File: config.mk
export PLATFORM = sky130hd
export DESIGN_NAME = dtm_jtag_dmi
export DESIGN_NICKNAME = d
export VERILOG_FILES = /design/src/rtl/dtm_jtag_dmi.sv
export SDC_FILE = /design/constraint.sdc
export NUM_CORES = 1
export LEC_CHECK = 0
export BUFFER_PORTS_ARGS = -buffer_cell sky130_fd_sc_hd__buf_2
export CORE_MARGIN = 2
export CORE_UTILIZATION = 59
export DETAILED_ROUTE_END_ITERATION = 10
export PLACE_DENSITY_LB_ADDON = 0.05
export SLEW_MARGIN = 15
export SYNTH_ARGS = -nofsm -noshare
export SYNTH_HDL_FRONTEND = slang
export SYNTH_SLANG_ARGS = --single-unit
File: constraint.sdc
create_clock -name tclk_i -period 3.07 [get_ports tclk_i]
set_input_delay 0.307 -clock tclk_i [delete_from_list [all_inputs] [get_ports tclk_i]]
set_output_delay 0.307 -clock tclk_i [all_outputs]
set_load 0.03 [all_outputs]
File: src/rtl/dtm_jtag_dmi.sv
// RISC-V JTAG debug transport: TAP with IDCODE/BYPASS/DTMCS/DMI, bridging DMI scans to a
// valid/ready request/response port. Optional macro DTM_USERCODE_EN adds USERCODE (IR 02h).
module dtm_jtag_dmi #(
    parameter int unsigned IR_W         = 5,
    parameter logic [31:0] IDCODE_VALUE = 32'h1BEEF001,
    parameter int unsigned ABITS        = 7,
    parameter int unsigned IDLE_CYCLES  = 1,
    parameter logic [31:0] USERCODE_VAL = 32'h0
) (
    input  logic             tclk_i,
    input  logic             trst_i,
    input  logic             tms_i,
    input  logic             tdi_i,
    output logic             tdo_o,
    output logic             tdo_en_o,
    output logic             dmi_req_valid_o,
    input  logic             dmi_req_ready_i,
    output logic [ABITS-1:0] dmi_req_addr_o,
    output logic [31:0]      dmi_req_data_o,
    output logic [1:0]       dmi_req_op_o,
    input  logic             dmi_rsp_valid_i,
    output logic             dmi_rsp_ready_o,
    input  logic [31:0]      dmi_rsp_data_i,
    input  logic [1:0]       dmi_rsp_op_i
);
    localparam int unsigned DMI_W = ABITS + 34;
    localparam logic [IR_W-1:0] IR_IDCODE = IR_W'(5'h01);
    localparam logic [IR_W-1:0] IR_DTMCS  = IR_W'(5'h10);
    localparam logic [IR_W-1:0] IR_DMI    = IR_W'(5'h11);
`ifdef DTM_USERCODE_EN
    localparam logic [IR_W-1:0] IR_USER   = IR_W'(5'h02);
`endif

    typedef enum logic [3:0] {
        TLR, RTI, SEL_DR, CAP_DR, SH_DR, EX1_DR, PA_DR, EX2_DR, UPD_DR,
        SEL_IR, CAP_IR, SH_IR, EX1_IR, PA_IR, EX2_IR, UPD_IR
    } tap_state_e;

    typedef enum logic [2:0] {SEL_BYPASS, SEL_IDCODE, SEL_DTMCS, SEL_DMI, SEL_USER} dr_sel_e;
    typedef enum logic [1:0] {E_IDLE, E_REQ, E_RSP, E_DROP} dmi_state_e;

    tap_state_e       tap_q, tap_d;
    dr_sel_e          dr_sel;
    dmi_state_e       e_q, e_d;
    logic [IR_W-1:0]  ir_q, ir_d, ir_sh_q, ir_sh_d;
    logic [31:0]      sh32_q, sh32_d;
    logic             byp_q, byp_d;
    logic [DMI_W-1:0] dmi_sh_q, dmi_sh_d;
    logic             tdo_q;
    logic [ABITS-1:0] addr_q, addr_d;
    logic [31:0]      wdata_q, wdata_d, rsp_data_q, rsp_data_d, rsp_data_eff;
    logic [1:0]       op_q, op_d, sticky_q, sticky_d, sticky_eff, stat_cap;
    logic             rsp_done, busy_eff, dr_bit0;
    logic [31:0]      dtmcs_cap;

    // ---------------- TAP state machine ----------------
    always_comb begin
        tap_d = tap_q;
        case (tap_q)
            TLR:     tap_d = tms_i ? TLR    : RTI;
            RTI:     tap_d = tms_i ? SEL_DR : RTI;
            SEL_DR:  tap_d = tms_i ? SEL_IR : CAP_DR;
            CAP_DR:  tap_d = tms_i ? EX1_DR : SH_DR;
            SH_DR:   tap_d = tms_i ? EX1_DR : SH_DR;
            EX1_DR:  tap_d = tms_i ? UPD_DR : PA_DR;
            PA_DR:   tap_d = tms_i ? EX2_DR : PA_DR;
            EX2_DR:  tap_d = tms_i ? UPD_DR : SH_DR;
            UPD_DR:  tap_d = tms_i ? SEL_DR : RTI;
            SEL_IR:  tap_d = tms_i ? TLR    : CAP_IR;
            CAP_IR:  tap_d = tms_i ? EX1_IR : SH_IR;
            SH_IR:   tap_d = tms_i ? EX1_IR : SH_IR;
            EX1_IR:  tap_d = tms_i ? UPD_IR : PA_IR;
            PA_IR:   tap_d = tms_i ? EX2_IR : PA_IR;
            EX2_IR:  tap_d = tms_i ? UPD_IR : SH_IR;
            UPD_IR:  tap_d = tms_i ? SEL_DR : RTI;
            default: tap_d = TLR;
        endcase
    end

    // Unknown codes fall through to BYPASS.
    always_comb begin
        dr_sel = SEL_BYPASS;
        if (ir_q == IR_IDCODE)     dr_sel = SEL_IDCODE;
        else if (ir_q == IR_DTMCS) dr_sel = SEL_DTMCS;
        else if (ir_q == IR_DMI)   dr_sel = SEL_DMI;
`ifdef DTM_USERCODE_EN
        else if (ir_q == IR_USER)  dr_sel = SEL_USER;
`endif
    end

    // ---------------- response bookkeeping ----------------
    // A response landing on the same edge as a capture/update is folded in first.
    always_comb begin
        rsp_done     = dmi_rsp_valid_i && (e_q == E_RSP || e_q == E_DROP);
        rsp_data_eff = rsp_data_q;
        sticky_eff   = sticky_q;
        if (rsp_done && e_q == E_RSP) begin
            rsp_data_eff = dmi_rsp_data_i;
            if (dmi_rsp_op_i == 2'd2)      sticky_eff = 2'd2;
            else if (dmi_rsp_op_i == 2'd3) sticky_eff = 2'd3;
        end
        busy_eff  = (e_q != E_IDLE) && !rsp_done;
        stat_cap  = busy_eff ? 2'd3 : sticky_eff;
        dtmcs_cap = {14'b0, 1'b0, 1'b0, 1'b0, 3'(IDLE_CYCLES), sticky_eff, 6'(ABITS), 4'd1};
    end

    // ---------------- IR and DR shift paths ----------------
    always_comb begin
        ir_d     = ir_q;
        ir_sh_d  = ir_sh_q;
        sh32_d   = sh32_q;
        byp_d    = byp_q;
        dmi_sh_d = dmi_sh_q;
        if (tap_q == CAP_IR) ir_sh_d = IR_IDCODE;
        if (tap_q == SH_IR)  ir_sh_d = {tdi_i, ir_sh_q[IR_W-1:1]};
        if (tap_q == UPD_IR) ir_d = ir_sh_q;
        if (tap_d == TLR)    ir_d = IR_IDCODE;
        if (tap_q == CAP_DR) begin
            byp_d = 1'b0;
            case (dr_sel)
                SEL_IDCODE: sh32_d = IDCODE_VALUE;
                SEL_DTMCS:  sh32_d = dtmcs_cap;
                SEL_USER:   sh32_d = USERCODE_VAL;
                SEL_DMI:    dmi_sh_d = {addr_q, rsp_data_eff, stat_cap};
                default:    sh32_d = sh32_q;
            endcase
        end
        if (tap_q == SH_DR) begin
            byp_d = tdi_i;
            if (dr_sel == SEL_DMI) dmi_sh_d = {tdi_i, dmi_sh_q[DMI_W-1:1]};
            else                   sh32_d   = {tdi_i, sh32_q[31:1]};
        end
    end

    // ---------------- DMI request/response engine ----------------
    always_comb begin
        e_d        = e_q;
        addr_d     = addr_q;
        wdata_d    = wdata_q;
        op_d       = op_q;
        rsp_data_d = rsp_data_eff;
        sticky_d   = sticky_eff;
        case (e_q)
            E_REQ:          if (dmi_req_ready_i) e_d = E_RSP;
            E_RSP, E_DROP:  if (dmi_rsp_valid_i) e_d = E_IDLE;
            default:        e_d = e_q;
        endcase
        if (tap_q == CAP_DR && dr_sel == SEL_DMI && busy_eff) sticky_d = 2'd3;
        if (tap_q == UPD_DR && dr_sel == SEL_DMI && sticky_eff == 2'd0) begin
            if (busy_eff) begin
                sticky_d = 2'd3;
            end else if (dmi_sh_q[1:0] == 2'd1 || dmi_sh_q[1:0] == 2'd2) begin
                addr_d  = dmi_sh_q[DMI_W-1:34];
                wdata_d = dmi_sh_q[33:2];
                op_d    = dmi_sh_q[1:0];
                e_d     = E_REQ;
            end
        end
        if (tap_q == UPD_DR && dr_sel == SEL_DTMCS) begin
            if (sh32_q[16] || sh32_q[17]) sticky_d = 2'd0;
            // Hard reset: an accepted op still owes a response, which gets swallowed.
            if (sh32_q[17]) begin
                rsp_data_d = rsp_data_q;
                case (e_q)
                    E_REQ:   e_d = dmi_req_ready_i ? E_DROP : E_IDLE;
                    E_RSP:   e_d = dmi_rsp_valid_i ? E_IDLE : E_DROP;
                    default: e_d = e_d;
                endcase
            end
        end
    end

    always_ff @(posedge tclk_i or negedge trst_i) begin
        if (!trst_i) begin
            tap_q      <= TLR;
            ir_q       <= IR_IDCODE;
            ir_sh_q    <= '0;
            sh32_q     <= '0;
            byp_q      <= 1'b0;
            dmi_sh_q   <= '0;
            e_q        <= E_IDLE;
            addr_q     <= '0;
            wdata_q    <= '0;
            op_q       <= '0;
            rsp_data_q <= '0;
            sticky_q   <= '0;
        end else begin
            tap_q      <= tap_d;
            ir_q       <= ir_d;
            ir_sh_q    <= ir_sh_d;
            sh32_q     <= sh32_d;
            byp_q      <= byp_d;
            dmi_sh_q   <= dmi_sh_d;
            e_q        <= e_d;
            addr_q     <= addr_d;
            wdata_q    <= wdata_d;
            op_q       <= op_d;
            rsp_data_q <= rsp_data_d;
            sticky_q   <= sticky_d;
        end
    end

    // ---------------- TDO, launched on the falling edge ----------------
    always_comb begin
        case (dr_sel)
            SEL_IDCODE, SEL_DTMCS, SEL_USER: dr_bit0 = sh32_q[0];
            SEL_DMI:                         dr_bit0 = dmi_sh_q[0];
            default:                         dr_bit0 = byp_q;
        endcase
    end

    always_ff @(negedge tclk_i or negedge trst_i) begin
        if (!trst_i)              tdo_q <= 1'b0;
        else if (tap_q == SH_IR)  tdo_q <= ir_sh_q[0];
        else if (tap_q == SH_DR)  tdo_q <= dr_bit0;
    end

    assign tdo_o           = tdo_q;
    assign tdo_en_o        = (tap_q == SH_IR) || (tap_q == SH_DR) ||
                             (tap_q == EX1_IR) || (tap_q == EX1_DR);
    assign dmi_req_valid_o = (e_q == E_REQ);
    assign dmi_rsp_ready_o = (e_q == E_RSP) || (e_q == E_DROP);
    assign dmi_req_addr_o  = addr_q;
    assign dmi_req_data_o  = wdata_q;
    assign dmi_req_op_o    = op_q;
endmodule

==> out/qor.yml <==
power:
  powerDensity_nw_per_um2: 919
  peakVddDrop_uv: 509
  leakage_uw: 0.00418
  power_uw: 8120
worst_setup_path:
  arrival_ps: 2620
  crit_cells: 1
  crit_family: "flip-flops"
  r2r_slack_ps: 250
  r2r_start: "ir_q[0]"
  cp.required_ps: 2760
  crit_start: "tdo_o"
  path_max_fanout: 3
  reg2reg_depth: 4
  critPathCapture: "tdo_o"
  max_stage_delay_ps: 470
  crit_type: "reg -> out"
  critPathLaunchType: "flop"
  cpMaxStageDelayCell: "dfrtn_1"
  worstPathCellList: "buf_2"
  r2r_end: "tdo_o"
  cp_num_buf_inv: 1
  end_kind: "output port"
synthesis:
  syn-instance-count: 653
  synth_edf_count: 0
  synthFlopType: "dfrtp_1"
  yosys_warnings: 0
  synth_area_um2: 7640
  yosysSeqAreaShare_pct: 54.4
  ys_seq_elements: 166
  synthTopCellsByArea: "dfrtp_1 54%, mux2_2 11%, mux2_4 5.9%"
  syn_avg_cell_area_um2: 11.7
  yosysTopAreaCell: "dfrtp_1"
  synth_nets: 697
  synthArstFlopShare_pct: 100
  synth_cell_types: 61
  netlist.area_leader.share_pct: 53.7
drt:
  final_antenna_net_count: 0
  drc: 0
  firstDrtPassIters: 5
  vias: 5359
  routed_wl_um: 16500
  post_drt_wl_per_cell_um: 18.0
  avgViaCountPerCell: 5.84
  dr.first_iter.drc_count: 399
floorplanning:
  rows: 41
  io_pins: 85
  die_w_um: 118
  start_util_pct: 60.6
  coreArea_um2: 12600
  die_h_um: 118
  dieArea_um2: 13900
final_layout:
  n_fill_cell: 930
  area_growth_pct: 15.7
  fin_cells: 917
  final_cell_mix: "164 x dfrtp_1, 83 x buf_2, 73 x mux2_2"
  nNetsFinal: 777
  final_area_um2: 8840
  drive_above_1_share_pct: 34.4
  num_antenna_cells: 0
  final_common_cell: "dfrtp_1"
grt:
  antenna_found_initial: 0
  grt_pass1_wl_um: 27700
  first_global_vias: 5497
  grt_max_degree: 166
  grt.total_usage_pct: 24.7
  overflow: 0
clock_network:
  cts_setup_buffers: 0
  clk_pin_slew_ps: 60
  post_cts_resized: 0
  cts_buffer_depth: 2
  cts_hold_buf: 0
  tritoncts: "done"
  clkSinkCount: 166
  clockRootBuffer: "clkbuf_16"
  htreeDepth: 4
  worstSkewPairLatency_ps: 430
  cts_made_buffers: 17
placement:
  place_area_um2: 8280
  dp_hpwl_um: 10600
  placedCellCount: 886
  portBuffers: 84
  gp_congestion: 0.830
timing:
  finClkSkew_ps: 27.3
  slew_violations: 0
  grt_setup_unrepaired: "false"
  setup_viol: 0
  fin_tns_setup_ps: 0
  tightest_slew_ps: 885
  hold_viol: 0
  relSlewSlack_pct: 41.0
worst_hold_path:
  hp-class: "in -> async"
run:
  drv_cap: 0
run_status:
  status: "finished, final reports clean"
## area by class of cell
| type | count | area (µm²) | share of cell area, % |
|---|---|---|---|
| Sequential cell | 166 | 4160 | 47.0 |
| Multi-Input combinational cell | 434 | 3260 | 36.8 |
| Tap cell | 172 | 215 | 2.43 |
| Timing Repair Buffer | 107 | 624 | 7.06 |
| Clock inverter | 14 | 138 | 1.56 |
| Inverter | 7 | 26.3 | 0.297 |
| Clock buffer | 17 | 425 | 4.81 |
## per-stage QoR
step / hold WS, ps / worst slack, ps / util [%]
2_1_floorplan: 11.4 / 36.5 / -
3_3_place_gp: 474 / 293 / 65.6
3_5_place_dp: 479 / 283 / 65.6
4_1_cts: 116 / 136 / 70.1
5_1_grt: 111 / 111 / 70.1
6_report: 30.6 / 138 / 70.1
## state kept, by name, summed over array words and instances, names as in the netlist
| register | cells |
|---|---|
| dmi_sh_q | 41 |
| dmi_req_data_o | 32 |
| rsp_data_q | 32 |
| sh32_q | 32 |
| dmi_req_addr_o | 7 |
| ir_q | 5 |
| ir_sh_q | 5 |
| tap_q | 4 |
| dmi_req_op_o | 2 |
| e_q | 2 |
| sticky_q | 2 |
| byp_q | 1 |
| tdo_o | 1 |
## kinds of logic (layout without fill, tap and decap cells)
kind of cell | Yosys count | count (layout) | share of synthesized area [%]
and+or+nand+nor | 147 | 147 | 9.76
AOI/OAI and AO/OA | 168 | 168 | 13.5
muxes | 113 | 113 | 18.0
DFF | 166 | 166 | 54.4
adders and majority gates | 4 | 4 | 0.655
buffers and inverters | 53 | 145 | 3.45
xor gates and xnor gates | 2 | 2 | 0.229
## power by group
| group | internal (µW) | leakage, µW | total (µW) | switching (µW) |
|---|---|---|---|---|
| Combinational | 1280 | 0.00191 | 2750 | 1470 |
| Sequential | 2870 | 0.00201 | 3350 | 480 |
| Clock | 1180 | 0.000270 | 2030 | 843 |
## cell usage after synthesis (3+ instances only)
| cell | instances |
|---|---|
| a211oi_1 | 3 |
| a21o_1 | 3 |
| a21oi_1 | 67 |
| a22o_1 | 12 |
| a31oi_1 | 6 |
| and3_1 | 3 |
| buf_1 | 8 |
| buf_2 | 10 |
| buf_6 | 7 |
| clkbuf_1 | 21 |
| dfrtp_1 | 164 |
| ha_1 | 4 |
| inv_1 | 7 |
| mux2_1 | 4 |
| mux2_2 | 73 |
| mux2_4 | 30 |
| mux2i_1 | 6 |
| nand2_1 | 38 |
| nand2b_1 | 4 |
| nand3_1 | 9 |
| nor2_1 | 60 |
| nor2b_1 | 6 |
| o21ai_0 | 16 |
| o221ai_1 | 3 |
| o22ai_1 | 39 |
| o32ai_1 | 3 |
| or2_2 | 3 |
## routing by layer
layer | part of all wire, % | vias up | GRT usage (%) | wire, µm
li1 | - | 2526 | - | -
met1 | 45 | 2710 | 33.5 | 7440
met4 | 0.64 | 0 | 6.17 | 105
met5 | 0 | - | 0 | 0
met2 | 51 | 114 | 40.9 | 8350
met3 | 3.6 | 9 | 5.28 | 595
## how the worst min path moves through the flow
stage	start	endpoint	slack, ps	depth (start not counted)
floorplan	trst_i	byp_q	10	0
global placement	dmi_req_data_o[5]	dmi_req_data_o[5]	470	1
detailed placement	dmi_req_data_o[5]	dmi_req_data_o[5]	480	1
CTS	trst_i	rsp_data_q[13]	120	2
global route	dmi_rsp_data_i[24]	rsp_data_q[24]	110	2
finish	trst_i	rsp_data_q[11]	30	2
No activity file was read; power rests on OpenSTA's default activity.
